<file path="src/rtl/parser_pkg.sv">
// Shared constants and encodings for the signed decimal command parser.
package parser_pkg;

  // ASCII characters recognised by the parser
  localparam logic [7:0] CH_0     = 8'h30;
  localparam logic [7:0] CH_9     = 8'h39;
  localparam logic [7:0] CH_MINUS = 8'h2D;
  localparam logic [7:0] CH_SPACE = 8'h20;
  localparam logic [7:0] CH_CR    = 8'h0D;
  localparam logic [7:0] CH_LF    = 8'h0A;
  localparam logic [7:0] CH_COMMA = 8'h2C;

  // Token FSM states
  typedef enum logic [1:0] {
    ST_IDLE   = 2'd0,
    ST_SIGN   = 2'd1,
    ST_DIGITS = 2'd2,
    ST_SKIP   = 2'd3
  } state_t;

  // Byte classification
  typedef enum logic [1:0] {
    CC_DIGIT = 2'd0,
    CC_MINUS = 2'd1,
    CC_DELIM = 2'd2,
    CC_OTHER = 2'd3
  } char_class_t;

  // Rejection causes reported on err_code
  localparam logic [1:0] ERR_NONE      = 2'b00;
  localparam logic [1:0] ERR_ILLEGAL   = 2'b01;
  localparam logic [1:0] ERR_OVERFLOW  = 2'b10;
  localparam logic [1:0] ERR_NO_DIGITS = 2'b11;

endpackage

</file>
<file path="src/rtl/ascii_char_class.sv">
// Combinational byte classifier: digit / minus / delimiter / other, plus digit value.
module ascii_char_class
  import parser_pkg::*;
(
  input  logic [7:0]  rx_data,
  output char_class_t char_class,
  output logic [3:0]  digit
);

  // Classify the byte; the digit value is only meaningful for CC_DIGIT
  always_comb begin
    char_class = CC_OTHER;
    digit      = 4'd0;
    if (rx_data >= CH_0 && rx_data <= CH_9) begin
      char_class = CC_DIGIT;
      digit      = rx_data[3:0];
    end else if (rx_data == CH_MINUS) begin
      char_class = CC_MINUS;
    end else if (rx_data == CH_SPACE || rx_data == CH_CR ||
                 rx_data == CH_LF    || rx_data == CH_COMMA) begin
      char_class = CC_DELIM;
    end
  end

endmodule

</file>
<file path="src/rtl/signed_cmd_parser.sv">
// Turns a UART byte stream into signed decimal integers with error reporting.
module signed_cmd_parser
  import parser_pkg::*;
#(
  parameter int WIDTH = 16
) (
  input  logic             clk,
  input  logic             rst,
  input  logic [7:0]       rx_data,
  input  logic             rx_valid,
  input  logic             abort,
  output logic [WIDTH-1:0] number_out,
  output logic             number_valid,
  output logic             err_valid,
  output logic [1:0]       err_code,
  output logic             busy
);

  // Magnitude is WIDTH+1 bits; candidate math gets headroom for acc*10+9
  localparam int AW = WIDTH + 1;
  localparam int CW = WIDTH + 5;
  localparam logic [CW-1:0] LIM_POS = (CW'(1) << (WIDTH - 1)) - CW'(1);
  localparam logic [CW-1:0] LIM_NEG = CW'(1) << (WIDTH - 1);

  state_t           state_reg, state_next;
  logic [AW-1:0]    acc_reg, acc_next;
  logic             neg_reg, neg_next;
  logic             ovf_reg, ovf_next;
  logic [WIDTH-1:0] number_out_reg, number_out_next;
  logic             number_valid_reg, number_valid_next;
  logic             err_valid_reg, err_valid_next;
  logic [1:0]       err_code_reg, err_code_next;

  char_class_t      cclass;
  logic [3:0]       digit;
  logic [CW-1:0]    base, cand;
  logic             neg_eff, fits;
  logic [AW-1:0]    acc_neg;

  ascii_char_class u_class (
    .rx_data    (rx_data),
    .char_class (cclass),
    .digit      (digit)
  );

  assign acc_neg = AW'(0) - acc_reg;

  // Candidate magnitude after appending this digit; a new token starts from zero
  always_comb begin
    base    = (state_reg == ST_DIGITS) ? CW'(acc_reg) : '0;
    cand    = (base << 3) + (base << 1) + CW'(digit);
    neg_eff = (state_reg == ST_IDLE) ? 1'b0 : neg_reg;
    fits    = (cand <= (neg_eff ? LIM_NEG : LIM_POS));
  end

  // Next-state and next-output logic; abort wins over a same-cycle byte
  always_comb begin
    state_next        = state_reg;
    acc_next          = acc_reg;
    neg_next          = neg_reg;
    ovf_next          = ovf_reg;
    number_out_next   = number_out_reg;
    number_valid_next = 1'b0;
    err_valid_next    = 1'b0;
    err_code_next     = err_code_reg;
    if (abort) begin
      state_next = ST_IDLE;
      acc_next   = '0;
      neg_next   = 1'b0;
      ovf_next   = 1'b0;
    end else if (rx_valid) begin
      unique case (state_reg)
        ST_IDLE: begin
          unique case (cclass)
            CC_DIGIT: begin
              neg_next   = 1'b0;
              ovf_next   = !fits;
              acc_next   = fits ? cand[AW-1:0] : '0;
              state_next = ST_DIGITS;
            end
            CC_MINUS: begin
              neg_next   = 1'b1;
              acc_next   = '0;
              ovf_next   = 1'b0;
              state_next = ST_SIGN;
            end
            CC_DELIM: ;
            CC_OTHER: begin
              err_valid_next = 1'b1;
              err_code_next  = ERR_ILLEGAL;
              state_next     = ST_SKIP;
            end
          endcase
        end
        ST_SIGN: begin
          unique case (cclass)
            CC_DIGIT: begin
              ovf_next   = !fits;
              acc_next   = fits ? cand[AW-1:0] : '0;
              state_next = ST_DIGITS;
            end
            CC_DELIM: begin
              err_valid_next = 1'b1;
              err_code_next  = ERR_NO_DIGITS;
              state_next     = ST_IDLE;
            end
            default: begin
              err_valid_next = 1'b1;
              err_code_next  = ERR_ILLEGAL;
              state_next     = ST_SKIP;
            end
          endcase
        end
        ST_DIGITS: begin
          unique case (cclass)
            CC_DIGIT: begin
              // Once overflowed the magnitude stays frozen, even if a later
              // smaller digit would happen to fit again.
              if (ovf_reg || !fits) ovf_next = 1'b1;
              else                  acc_next = cand[AW-1:0];
            end
            CC_DELIM: begin
              state_next = ST_IDLE;
              if (ovf_reg) begin
                err_valid_next = 1'b1;
                err_code_next  = ERR_OVERFLOW;
              end else begin
                number_valid_next = 1'b1;
                number_out_next   = neg_reg ? acc_neg[WIDTH-1:0] : acc_reg[WIDTH-1:0];
              end
            end
            default: begin
              err_valid_next = 1'b1;
              err_code_next  = ERR_ILLEGAL;
              state_next     = ST_SKIP;
            end
          endcase
        end
        ST_SKIP: begin
          if (cclass == CC_DELIM) state_next = ST_IDLE;
        end
      endcase
    end
  end

  // State, accumulator and registered outputs
  always_ff @(posedge clk) begin
    if (rst) begin
      state_reg        <= ST_IDLE;
      acc_reg          <= '0;
      neg_reg          <= 1'b0;
      ovf_reg          <= 1'b0;
      number_out_reg   <= '0;
      number_valid_reg <= 1'b0;
      err_valid_reg    <= 1'b0;
      err_code_reg     <= ERR_NONE;
    end else begin
      state_reg        <= state_next;
      acc_reg          <= acc_next;
      neg_reg          <= neg_next;
      ovf_reg          <= ovf_next;
      number_out_reg   <= number_out_next;
      number_valid_reg <= number_valid_next;
      err_valid_reg    <= err_valid_next;
      err_code_reg     <= err_code_next;
    end
  end

  assign number_out   = number_out_reg;
  assign number_valid = number_valid_reg;
  assign err_valid    = err_valid_reg;
  assign err_code     = err_code_reg;
  assign busy         = (state_reg != ST_IDLE);

endmodule

</file>
<file path="config.mk">
export PLATFORM = sky130hd
export DESIGN_NAME = signed_cmd_parser
export DESIGN_NICKNAME = d
export VERILOG_FILES = /design/src/rtl/parser_pkg.sv /design/src/rtl/ascii_char_class.sv /design/src/rtl/signed_cmd_parser.sv
export SDC_FILE = /design/constraint.sdc
export NUM_CORES = 1
export LEC_CHECK = 0
export BUFFER_PORTS_ARGS = -buffer_cell sky130_fd_sc_hd__buf_2
export CAP_MARGIN = 10
export CELL_PAD_IN_SITES_DETAIL_PLACEMENT = 1
export CELL_PAD_IN_SITES_GLOBAL_PLACEMENT = 2
export CORE_MARGIN = 1.5
export CORE_UTILIZATION = 40
export CTS_CLUSTER_SIZE = 8
export DETAILED_ROUTE_END_ITERATION = 8
export PLACE_DENSITY = 0.92
export SYNTH_ARGS = -nofsm -noshare
export SYNTH_HDL_FRONTEND = slang
export SYNTH_SLANG_ARGS = --single-unit
</file>
<file path="constraint.sdc">
create_clock -name clk -period 14.7 [get_ports clk]
set_input_delay 2.94 -clock clk [delete_from_list [all_inputs] [get_ports clk]]
set_output_delay 2.94 -clock clk [all_outputs]
set_load 0.01 [all_outputs]
</file>
* Word level (Yosys, flattened, before mapping)
Index checks and enable logic that the tools add are counted.
** Storage, ports and cells
- Register bits :: 41
- Input bits :: 12
- Output and inout bits :: 21
- Word-level logic and storage cells :: 97
** Operators by class
- Add/sub/neg operators :: 3
- $lt $le $gt $ge :: 3
- Equality and inequality tests :: 22
- Mux-type cells :: 36
- Bitwise gates (word level) :: 5
- Reduce and logical (&&, ||, !) cells :: 20
** Operator list (number)
- two-way mux 17 bit :: 5
- case mux 17 bit (3 select lines) :: 1
- case mux 17 bit (2 select lines) :: 1
- two-way mux 16 bit :: 2
- == test 8 x 6 -> 1 bit, second input constant :: 3
- adder 20 x 18 -> 21 bit :: 1
- adder 21 x 4 -> 21 bit :: 1
- <= comparator 21 x 16 -> 1 bit :: 1
- == test 8 x 4 -> 1 bit, second input constant :: 2
- case mux 2 bit (2 select lines) :: 4
- subtractor 1 x 16 -> 16 bit, first input constant :: 1
- case mux 2 bit (3 select lines) :: 2
- AND reduction 6 bit :: 2
- two-way mux 2 bit :: 5
- inequality test 2 bit, second input constant :: 5
- two-way mux 1 bit :: 9
- == test 2 bit, second input constant :: 4
- greater-or-equal comparator 8 x 6 -> 1 bit, second input constant :: 1
- <= comparator 8 x 6 -> 1 bit, second input constant :: 1
- case mux 2 bit (4 select lines) :: 1
- AND reduction 7 bit :: 1
- inequality test 2 x 1 -> 1 bit, second input constant :: 3
- case mux 1 bit (2 select lines) :: 3
- case mux 1 bit (3 select lines) :: 2
- 18 further kinds :: 28

* Depth between registers and ports, before layout
Gate-level depths: netlist (run 1).
- Depth in word-level cells :: 10
- Depth in mapped cells :: 27

* Hierarchy
Synthesis (run 1) repeated with hierarchy kept, for this count alone.
** Unflattened totals
- Cells, all modules :: 550
- Area, all modules :: 4211.5 um2
** Modules (own cells, without submodules)
- signed_cmd_parser :: times used 1, cells an instance 530, area an instance 4067.7 um2, seq. area each 820.8 um2
- ascii_char_class :: times used 1, cells an instance 20, area an instance 143.9 um2, seq. area each 0.0 um2

* Worst setup path before layout (run 1)
Ideal clock, no wire load.
- Path type :: in2reg
- From :: input port rx_data[7]
- To :: register acc_reg[10]
- Setup time :: 117 ps
- Arrival time :: 8118 ps
- Data required time :: 14583 ps
- Slack :: 6465 ps
- Stages :: 24
- Path buffers :: 3
- Path through :: nor3b_1 and3_1 clkbuf_1 nand2_1 fa_1 inv_1 fa_1 a21o_1 a221oi_2 o21ba_2 o21ai_0 nor2_1 xnor2_1 ha_1 nand2_1 nor4_1 a21boi_0 or4_1 a311oi_1 and4_1 buf_6 a211oi_4 buf_6 a22o_2
** On the way
- Longest elaborated chain between the ends :: 10
** Ends and longest elaborated chain
- start: declaration :: line signed_cmd_parser.sv:9 : input logic [7:0] rx_data,
- branches (longest 10 deep; another with adder 21 x 4 -> 21 bit)
- end signal: assignment :: line signed_cmd_parser.sv:159 : acc_reg <= acc_next;
- end: declaration :: line signed_cmd_parser.sv:26 : logic [AW-1:0] acc_reg, acc_next;
Parallel ways; which one is timed is not known. The select of a mux whose other input is x is not followed.
A chain may end at the register's enable or synchronous reset.

* Worst setup path after layout (run 1)
- From :: input port rx_data[7]
- To :: register acc_reg[11]
Same word-level chain as after synthesis.

==> results.tsv, run 1 <==
stage	metric	value	unit
floorplanning	start_util	41.44	%
timing	setup_violations	0	
synth	synth-edff-count	0	
floorplanning	num_io_pins	33	
clock_network	cts_resized	0	
grt	gr-total-overflow	0	
grt	grt_pass1_vias	3478	
worst_setup_path	setup.worst_path.start	rx_data[7]	
status	outcome	complete, no violations	
worst_setup_path	slowest_delay	0.52	ns
timing	fmaxAchievable	112.5	MHz
route	wl_per_cell	16.88	microns
route	drt-pass1-iter-count	4	
synth	ys_seq_area_share	21.44	%
timing	final.setup.worst_slack	5.808	ns
synth	ys_ff_latch	41	
placement	dp_hpwl	8360	microns
synth	synth.distinct_cells	69	
timing	tightest_slew	0.9804	ns
placement	place.gp.congestion	0.9098	
placement	io_buffers	32	
flow_run	max-cap-violations	0	
grt	grtUsageTotal	21.09	%
synth	synth_area	0.003829	sq mm
clock_network	insertion_delay	0.30	ns
timing	hold_violations	0	
floorplanning	core_area	0.009240	sq mm
timing	fin_crit	8.892	ns
worst_setup_path	rr_startpoint	state_reg[0]$_SDFFE_PP0P_	
worst_setup_path	crit_arrival	9.13	ns
worst_setup_path	crit_path_start_kind	primary input	
grt	grt_pass1_wl	17280	microns
final_layout	fillers	1129	
timing	slew_headroom	34.59	%
synth	syn_area_per_cell	8.396	sq um
final_layout	layout.nets	544	
final_layout	area_growth	7.974	%
grt	antenna_found_initial	0	
final_layout	drive_above_1_share	13.24	%
route	routed_via_density	5.702	
pwr	power_density	54.25	mW/mm^2
route	vias	3450	
synth	async_reset_ff_share	0	%
grt	grt_max_degree	27	
hold_path	hold_start	acc_reg[16]$_SDFFE_PP0P_	
worst_setup_path	slowest_stage	or4_1	
placement	dpl_cell_area	0.004018	sq mm
pwr	finalPower	0.2243	mW
placement	dp_slack	5.589	ns
final_layout	final_common_cell	ha_1	
route	dr.first_iter.drc_count	172	
final_layout	largest_reg_flops	17	
worst_setup_path	critPathCaptureType	register	
clock_network	root_buffer	clkbuf_8	
worst_setup_path	critical_path.max_fanout	15	
floorplanning	chipWidth	100.8	microns
route	finalWirelength	10210	microns
final_layout	stdcell_area	0.004134	sq mm
route	drcViolationCount	0	
clock_network	clock-sinks	41	
clock_network	ctsHoldBuffers	0	
timing	fin_worst_skew	0.009762	ns
pwr	leakagePower	1.954	nW
clock_network	clk_pin_slew	0.08	ns
hold_path	hold_path.class	register to register	
floorplanning	die_height	100.8	microns
clock_network	cts_setup_buffers	0	
timing	post-route-period-util	60.49	%
clock_network	clk_path_buf_depth	2	
clock_network	cts_tree	built	
worst_setup_path	cp_data_required_time	14.93	ns
timing	finalMaxSlewViolations	0	
floorplanning	dieArea	0.01017	sq mm
timing	rsz0062_at_grt	false	
clock_network	cts_made_buffers	5	
worst_setup_path	path_class	primary input to register	
synth	synthFlopType	dfxtp_1	
worst_setup_path	ff2ff_setup_slack	7.77	ns
synth	yosysWarnings	0	
synth	synth_nets	525	
clock_network	htreeDepth	2	
final_layout	antennaDiodeCount	0	
worst_setup_path	cp_cell_sequence	buf_2 -> nor3b_1 -> and3_1 -> nand2_1 -> fa_1 -> inv_1 -> fa_1 -> a21o_1 -> a221oi_2 -> o21ba_2 -> o21ai_0 -> nor2_1 -> xnor2_1 -> ha_1 -> nand2_1 -> nor4_1 -> a21boi_0 -> or4_1 -> a311oi_1 -> and4_1 -> and2_1 -> a22o_2	
timing	finalSetupTns	0	ns
synth	postSynthCellCount	456	
route	ant_nets	0	
final_layout	final_cell_mix	55 x ha_1, 53 x nor2_1, 41 x dfxtp_1	
floorplanning	rows	35	
pwr	ir_drop	35.37	uV
-- stage by stage --
stage                     cells  hold WS (ns)  utilization, %
final                       605        0.4877           44.74
after global routing        605        0.5005           44.74
after CTS                   605        0.4952           44.74
after detailed placement    597        0.4710           43.48
after global placement      597        0.4456           43.48
after floorplan             456        0.4296               -
-- power by group --
part           internal, mW  total [mW]  leakage, nW  switching [mW]
Clock                0.0553      0.0932       0.0585          0.0378
Combinational       0.00634      0.0188         1.57          0.0125
Sequential            0.112       0.112        0.331        0.000613
-- layout make-up --
class                      count  area [sq um]  area share (%)
timing repair buffer          32         160.2           3.874
inverter                      16         60.06           1.453
clock buffer                   7         86.33           2.088
tap                          129         161.4           3.904
multi-input combinational    379          2815           68.10
sequential                    41         820.8           19.85
clock inverter                 1         30.03          0.7264
-- cells by family after synthesis --
family	after synthesis	share of synthesized area, %
AO/OA/AOI/OAI	131	25.49
AND/OR/NAND/NOR	156	20.65
XOR/XNOR	24	5.490
adder cells (fa/ha/maj)	57	19.02
buffers and inverters	36	5.033
multiplexers	11	2.876
flip-flops	41	21.44
-- routing by layer --
layer  vias to the layer above  share of wire (%)  track usage (%)
li1                       1722                  -                -
met1                      1665                 50            29.65
met2                        51                 46            35.03
met3                        12                2.8            2.011
met4                         0                1.4            4.334
met5                         -                  0                0
-- path summary, 6_finish.rpt --
check	to	cells past startpoint
max reg2reg	acc_reg[11]$_SDFFE_PP0P_	23
min	acc_reg[16]$_SDFFE_PP0P_	1
min reg2reg	acc_reg[16]$_SDFFE_PP0P_	1
max	acc_reg[11]$_SDFFE_PP0P_	22
-- worst max-delay path, delay by kind of cell --
family | cells | cell delay [ns]
buffers and inverters | 2 | 0.18
adders and majority gates | 3 | 1.28
xor gates and xnor gates | 1 | 0.11
AOI/OAI and AO/OA | 7 | 1.57
and+or+nand+nor | 9 | 3.04
-- cells in the mapped netlist (3+ instances only) --
cell type | count | share of area, %
o211ai_1 | 4 | 0.78
inv_1 | 16 | 1.6
a22o_1 | 6 | 1.4
and3_1 | 3 | 0.49
o22ai_1 | 3 | 0.49
a21boi_0 | 5 | 0.98
o21a_1 | 6 | 1.2
mux2i_1 | 11 | 2.9
buf_2 | 3 | 0.39
a21oi_1 | 21 | 2.7
or2_2 | 3 | 0.49
a22o_2 | 10 | 2.6
dfxtp_1 | 41 | 21
nand2_1 | 31 | 3.0
nand4_1 | 7 | 1.1
a21o_1 | 5 | 0.98
o21ai_0 | 18 | 2.4
nor2_1 | 53 | 5.2
clkbuf_1 | 10 | 0.98
o21bai_1 | 4 | 0.78
o31ai_1 | 5 | 0.98
xnor2_1 | 10 | 2.3
a211o_1 | 4 | 0.91
and2_1 | 17 | 2.8
buf_6 | 5 | 1.5
or3_1 | 3 | 0.49
nand3_1 | 5 | 0.65
nor3b_1 | 5 | 0.98
xor2_1 | 14 | 3.2
nor2b_1 | 4 | 0.65
ha_1 | 55 | 18
nor3_1 | 7 | 0.91
a211oi_1 | 17 | 3.3
Note: power is estimated with default switching activity, not from simulation.
==> run 2: changes to the inputs <==
Settings changed: CORE_UTILIZATION 40 to 37, PLACE_DENSITY 0.92 to 0.87.
Clock period 14.7 ns to 8.35 ns, I/O delays scaled along.
==> run 2 against run 1 <==
Via count shrank 0.78%. Clock-buffer cell count is the same. Design area grew 0.12%. Largest power group unchanged.
==> results.tsv, run 2 (synthesis gave the netlist of run 1 again) <==
stage	metric	value	unit
timing	fmaxAchievable	130.7	MHz
route	dr.first_iter.drc_count	134	
worst_setup_path	critPathCaptureType	register	
placement	io_buffers	32	
route	routed_via_density	5.621	
timing	slew_headroom	34.88	%
floorplanning	die_height	104.7	microns
pwr	switching_power	0.09016	mW
route	drcViolationCount	0	
final_layout	layout.nets	544	
route	vias	3423	
grt	gr-total-overflow	0	
worst_setup_path	crit_arrival	7.88	ns
timing	finalSetupTns	0	ns
grt	grt_pass1_wl	16750	microns
worst_setup_path	r2r-end	acc_reg[9]$_SDFFE_PP0P_	
final_layout	largest_reg_flops	17	
floorplanning	core_area	0.009910	sq mm
route	drt-pass1-iter-count	4	
worst_setup_path	rr_worst_depth	23	
hold_path	hold_start	acc_reg[16]$_SDFFE_PP0P_	
timing	hold_violations	0	
pwr	seqPwrFrac	50.0	%
timing	post-route-period-util	91.64	%
clock_network	root_buffer	clkbuf_8	
placement	dp_hpwl	8313	microns
hold_path	whs_endpoint	acc_reg[16]$_SDFFE_PP0P_	
pwr	ir_drop	97.08	uV
route	wl_per_cell	16.58	microns
status	outcome	complete, no violations	
worst_setup_path	path_class	primary input to register	
clock_network	cts_made_buffers	5	
clock_network	clk_pin_slew	0.08	ns
grt	grtUsageTotal	18.38	%
timing	finalMaxSlewViolations	0	
worst_setup_path	crit_path_start_kind	primary input	
timing	tightest_slew	0.9761	ns
clock_network	clk_path_buf_depth	2	
timing	fin_worst_skew	0.008224	ns
floorplanning	dieArea	0.01097	sq mm
pwr	comb_power_share	8.3	%
pwr	p_clk_share	41.8	%
pwr	p_sw_share	22.81	%
timing	rsz0062_at_grt	false	
clock_network	htreeDepth	2	
grt	grt_pass1_vias	3317	
clock_network	insertion_delay	0.29	ns
final_layout	area_growth	8.105	%
timing	fin_crit	7.652	ns
pwr	leakagePower	1.954	nW
flow_run	max-cap-violations	0	
clock_network	ctsHoldBuffers	0	
final_layout	finish.utilization	41.77	%
worst_setup_path	critical_path.max_fanout	15	
clock_network	clock-sinks	41	
worst_setup_path	ff2ff_setup_slack	1.44	ns
clock_network	cts_tree	built	
worst_setup_path	cp_data_required_time	8.58	ns
final_layout	antennaDiodeCount	0	
final_layout	final_common_cell	ha_1	
clock_network	cts_setup_buffers	0	
placement	place.gp.congestion	0.9141	
timing	setup_violations	0	
floorplanning	chipWidth	104.7	microns
final_layout	drive_above_1_share	13.24	%
hold_path	whs_path_depth	1	
route	ant_nets	0	
floorplanning	rows	36	
route	finalWirelength	10100	microns
pwr	power_density	95.51	mW/mm^2
pwr	p_int	0.3051	mW
hold_path	hold_path.class	register to register	
clock_network	cts_resized	0	
floorplanning	start_util	38.64	%
grt	grt_max_degree	27	
worst_setup_path	rr_startpoint	state_reg[0]$_SDFFE_PP0P_	
final_layout	final_cell_mix	55 x ha_1, 53 x nor2_1, 41 x dfxtp_1	
grt	antenna_found_initial	0	
floorplanning	num_io_pins	33	
## run 2: cell counts in the layout (fill, tap and decap cells not counted)
Identical to the previous run, type by type.
## run 2: power groups by stage
stage	Sequential, mW	Combinational, mW	Clock, mW
after floorplan	0.202	0.0223	0
after global placement	0.202	0.0316	0
after detailed placement	0.202	0.0323	0
after CTS	0.198	0.0325	0.168
after global routing	0.198	0.0363	0.178
final	0.197	0.0326	0.165
## run 2: routing by layer
layer	wire [microns]	up-vias	global-route usage [%]
met5	0	-	0
met3	172	8	1.372
li1	-	1721	-
met4	110	0	3.914
met2	4561	47	29.97
met1	5254	1647	26.42
## run 2: through the flow
stage / std cells / hold slack, ns / cell area [sq um] / power [mW] / worst slack, ns
after floorplan: 456 / 0.4296 / 3829 / 0.2245 / 1.385
after global placement: 601 / 0.4479 / 4023 / 0.2336 / 0.8028
after detailed placement: 601 / 0.4485 / 4023 / 0.2345 / 0.4738
after CTS: 609 / 0.4736 / 4139 / 0.3983 / 0.7880
after global routing: 609 / 0.4816 / 4139 / 0.4125 / 0.2729
final: 609 / 0.4698 / 4139 / 0.3953 / 0.6980
## run 2: how the worst max path moves through the flow
stage                     cells after the start                        to  startpoint
after global routing                         22   acc_reg[8]$_SDFFE_PP0P_  rx_data[7]
after global placement                       22   acc_reg[9]$_SDFFE_PP0P_  rx_data[7]
final                                        22   acc_reg[9]$_SDFFE_PP0P_  rx_data[7]
after detailed placement                     22   acc_reg[2]$_SDFFE_PP0P_  rx_data[7]
after floorplan                              24  acc_reg[10]$_SDFFE_PP0P_  rx_data[7]
after CTS                                    22   acc_reg[2]$_SDFFE_PP0P_  rx_data[7]
## run 2: final cells by class
type,count,area [sq um]
fillers,1211,5771
inverters,16,60.06
flip-flops and latches,41,820.8
repair buffers,32,160.2
clock inverters,1,30.03
well taps,133,166.4
multi-input cells,379,2815
clock buffers,7,86.33
## run 2: critical path, stage by stage
cell and delay (ns):
buf_2 0.11, nor3b_1 0.45, and3_1 0.38, nand2_1 0.11, fa_1 0.50, inv_1 0.07, fa_1 0.46, a21o_1 0.21
a221oi_2 0.31, o21ba_2 0.24, o21ai_0 0.12, a21oi_1 0.21, xnor2_1 0.14, ha_1 0.31, nand2_1 0.07, nor4_1 0.39
a21boi_0 0.16, or4_1 0.52, a311oi_1 0.30, and4_1 0.42, and2_1 0.52, a22o_2 0.22
==> run 3: changes to the inputs <==
Settings changed: CELL_PAD_IN_SITES_GLOBAL_PLACEMENT 2 to 1, CORE_UTILIZATION 37 to 46.
Clock period 8.35 ns to 8.6 ns, I/O delays scaled along.
==> run 3 against run 2 <==
Sequential power decreased by 3%. Largest power group unchanged. Final cell count decreased by 4.6%. Critical endpoint is now acc_reg[7]$_SDFFE_PP0P_. Clock skew decreased by 0.0019 ns.
==> results.tsv, run 3 (synthesis gave the netlist of run 1 again) <==
stage	metric	value	unit
floorplanning	core_area	0.008134	sq mm
pwr	p_int	0.2961	mW
route	wl_per_cell	19.17	microns
clock_network	clk_path_buf_depth	2	
flow_run	max-cap-violations	0	
pwr	seqPwrFrac	49.3	%
route	finalWirelength	11140	microns
grt	grt_pass1_wl	18460	microns
route	routed_via_density	6.165	
grt	grt_pass1_vias	3784	
timing	fin_crit	7.757	ns
route	drcViolationCount	0	
pwr	finalPower	0.3889	mW
floorplanning	rows	33	
placement	place.gp.congestion	0.9429	
floorplanning	chipWidth	94.23	microns
clock_network	cts_resized	0	
floorplanning	die_height	94.23	microns
timing	finalSetupTns	0	ns
clock_network	cts_made_buffers	5	
timing	fin_worst_skew	0.006283	ns
final_layout	antennaDiodeCount	0	
clock_network	htreeDepth	2	
route	vias	3582	
floorplanning	num_io_pins	33	
clock_network	ctsHoldBuffers	0	
clock_network	cts_tree	built	
clock_network	clock-sinks	41	
final_layout	layout.nets	544	
grt	grt_max_degree	27	
timing	rsz0062_at_grt	false	
timing	fmaxAchievable	128.9	MHz
grt	antenna_found_initial	0	
placement	dp_hpwl	8815	microns
final_layout	drive_above_1_share	13.45	%
route	ant_nets	0	
pwr	ir_drop	80.81	uV
worst_setup_path	critPathCaptureType	register	
floorplanning	start_util	47.07	%
clock_network	root_buffer	clkbuf_8	
clock_network	insertion_delay	0.30	ns
timing	post-route-period-util	90.20	%
grt	gr-total-overflow	0	
timing	finalMaxSlewViolations	0	
final_layout	final_cell_mix	55 x ha_1, 53 x nor2_1, 41 x dfxtp_1	
pwr	p_clk_share	42.3	%
pwr	comb_power_share	8.4	%
pwr	power_density	94.68	mW/mm^2
final_layout	largest_reg_flops	17	
pwr	leakagePower	1.953	nW
timing	setup_violations	0	
worst_setup_path	crit_path_start_kind	primary input	
final_layout	area_growth	7.288	%
floorplanning	dieArea	0.008879	sq mm
clock_network	clk_pin_slew	0.08	ns
clock_network	cts_setup_buffers	0	
status	outcome	complete, no violations	
placement	io_buffers	32	
route	drt-pass1-iter-count	6	
pwr	switching_power	0.09286	mW
grt	grtUsageTotal	26.37	%
worst_setup_path	cp_data_required_time	8.84	ns
pwr	p_sw_share	23.88	%
final_layout	final_common_cell	ha_1	
worst_setup_path	crit_arrival	8.00	ns
timing	tightest_slew	1.004	ns
worst_setup_path	critical_path.max_fanout	15	
timing	slew_headroom	33.04	%
worst_setup_path	path_class	primary input to register	
timing	hold_violations	0	
route	dr.first_iter.drc_count	150	
hold_path	hold_path.class	register to register	
## run 3: worst paths after layout
check	start	cells after the start	slack, ns	to
setup reg to reg	state_reg[0]$_SDFFE_PP0P_	24	1.69	acc_reg[7]$_SDFFE_PP0P_
hold / removal	acc_reg[16]$_SDFFE_PP0P_	1	0.48	acc_reg[16]$_SDFFE_PP0P_
setup / recovery	rx_data[7]	23	0.84	acc_reg[7]$_SDFFE_PP0P_
hold reg to reg	acc_reg[16]$_SDFFE_PP0P_	1	0.48	acc_reg[16]$_SDFFE_PP0P_
## run 3: power groups by stage
| stage | Clock, mW | Combinational [mW] | Sequential (mW) |
|---|---|---|---|
| 2_1_floorplan | 0 | 0.0217 | 0.196 |
| 3_3_place_gp | 0 | 0.0299 | 0.196 |
| 3_5_place_dp | 0 | 0.0312 | 0.196 |
| 4_1_cts | 0.167 | 0.0323 | 0.192 |
| 5_1_grt | 0.174 | 0.0358 | 0.192 |
| 6_report | 0.164 | 0.0327 | 0.192 |
## run 3: per-layer routing
layer	track usage [%]	vias up	share of wire [%]	wire length, microns
met5	0	-	0	0
met4	13.18	0	3.9	433
met3	3.236	41	3.3	365
met2	44.60	82	48	5397
met1	32.67	1733	44	4944
li1	-	1726	-	-
## run 3: through the flow
| step | worst slack, ns | std cells | hold slack, ns | util (%) | cell area (sq um) |
|---|---|---|---|---|---|
| 2_1_floorplan | 1.585 | 456 | 0.4296 | - | 3829 |
| 3_3_place_gp | 1.044 | 573 | 0.4457 | 49.02 | 3988 |
| 3_5_place_dp | 0.6633 | 573 | 0.4682 | 49.02 | 3988 |
| 4_1_cts | 0.9254 | 581 | 0.4859 | 50.50 | 4108 |
| 5_1_grt | 0.3572 | 581 | 0.5024 | 50.50 | 4108 |
| 6_report | 0.8430 | 581 | 0.4822 | 50.50 | 4108 |
## run 3: area by class of cell
type	instances	area (sq um)
Inverter	16	60.06
Tap cell	105	131.4
Multi-Input combinational cell	379	2815
Fill cell	993	4026
Clock buffer	6	82.58
Clock inverter	2	37.54
Sequential cell	41	820.8
Timing Repair Buffer	32	160.2
## run 3: critical path, stage by stage
cell	delay, ns
buf_2	0.10
nor3b_1	0.45
and3_1	0.41
nand2_1	0.12
fa_1	0.51
inv_1	0.07
ha_1	0.32
a211oi_1	0.23
nor2_1	0.14
o21ai_0	0.27
a211o_1	0.26
o21bai_1	0.08
a21oi_1	0.18
xnor2_1	0.14
ha_1	0.32
nand2_1	0.07
nor4_1	0.47
a21boi_0	0.17
or4_1	0.51
a311oi_1	0.26
and4_1	0.42
and2_1	0.52
a22o_2	0.24
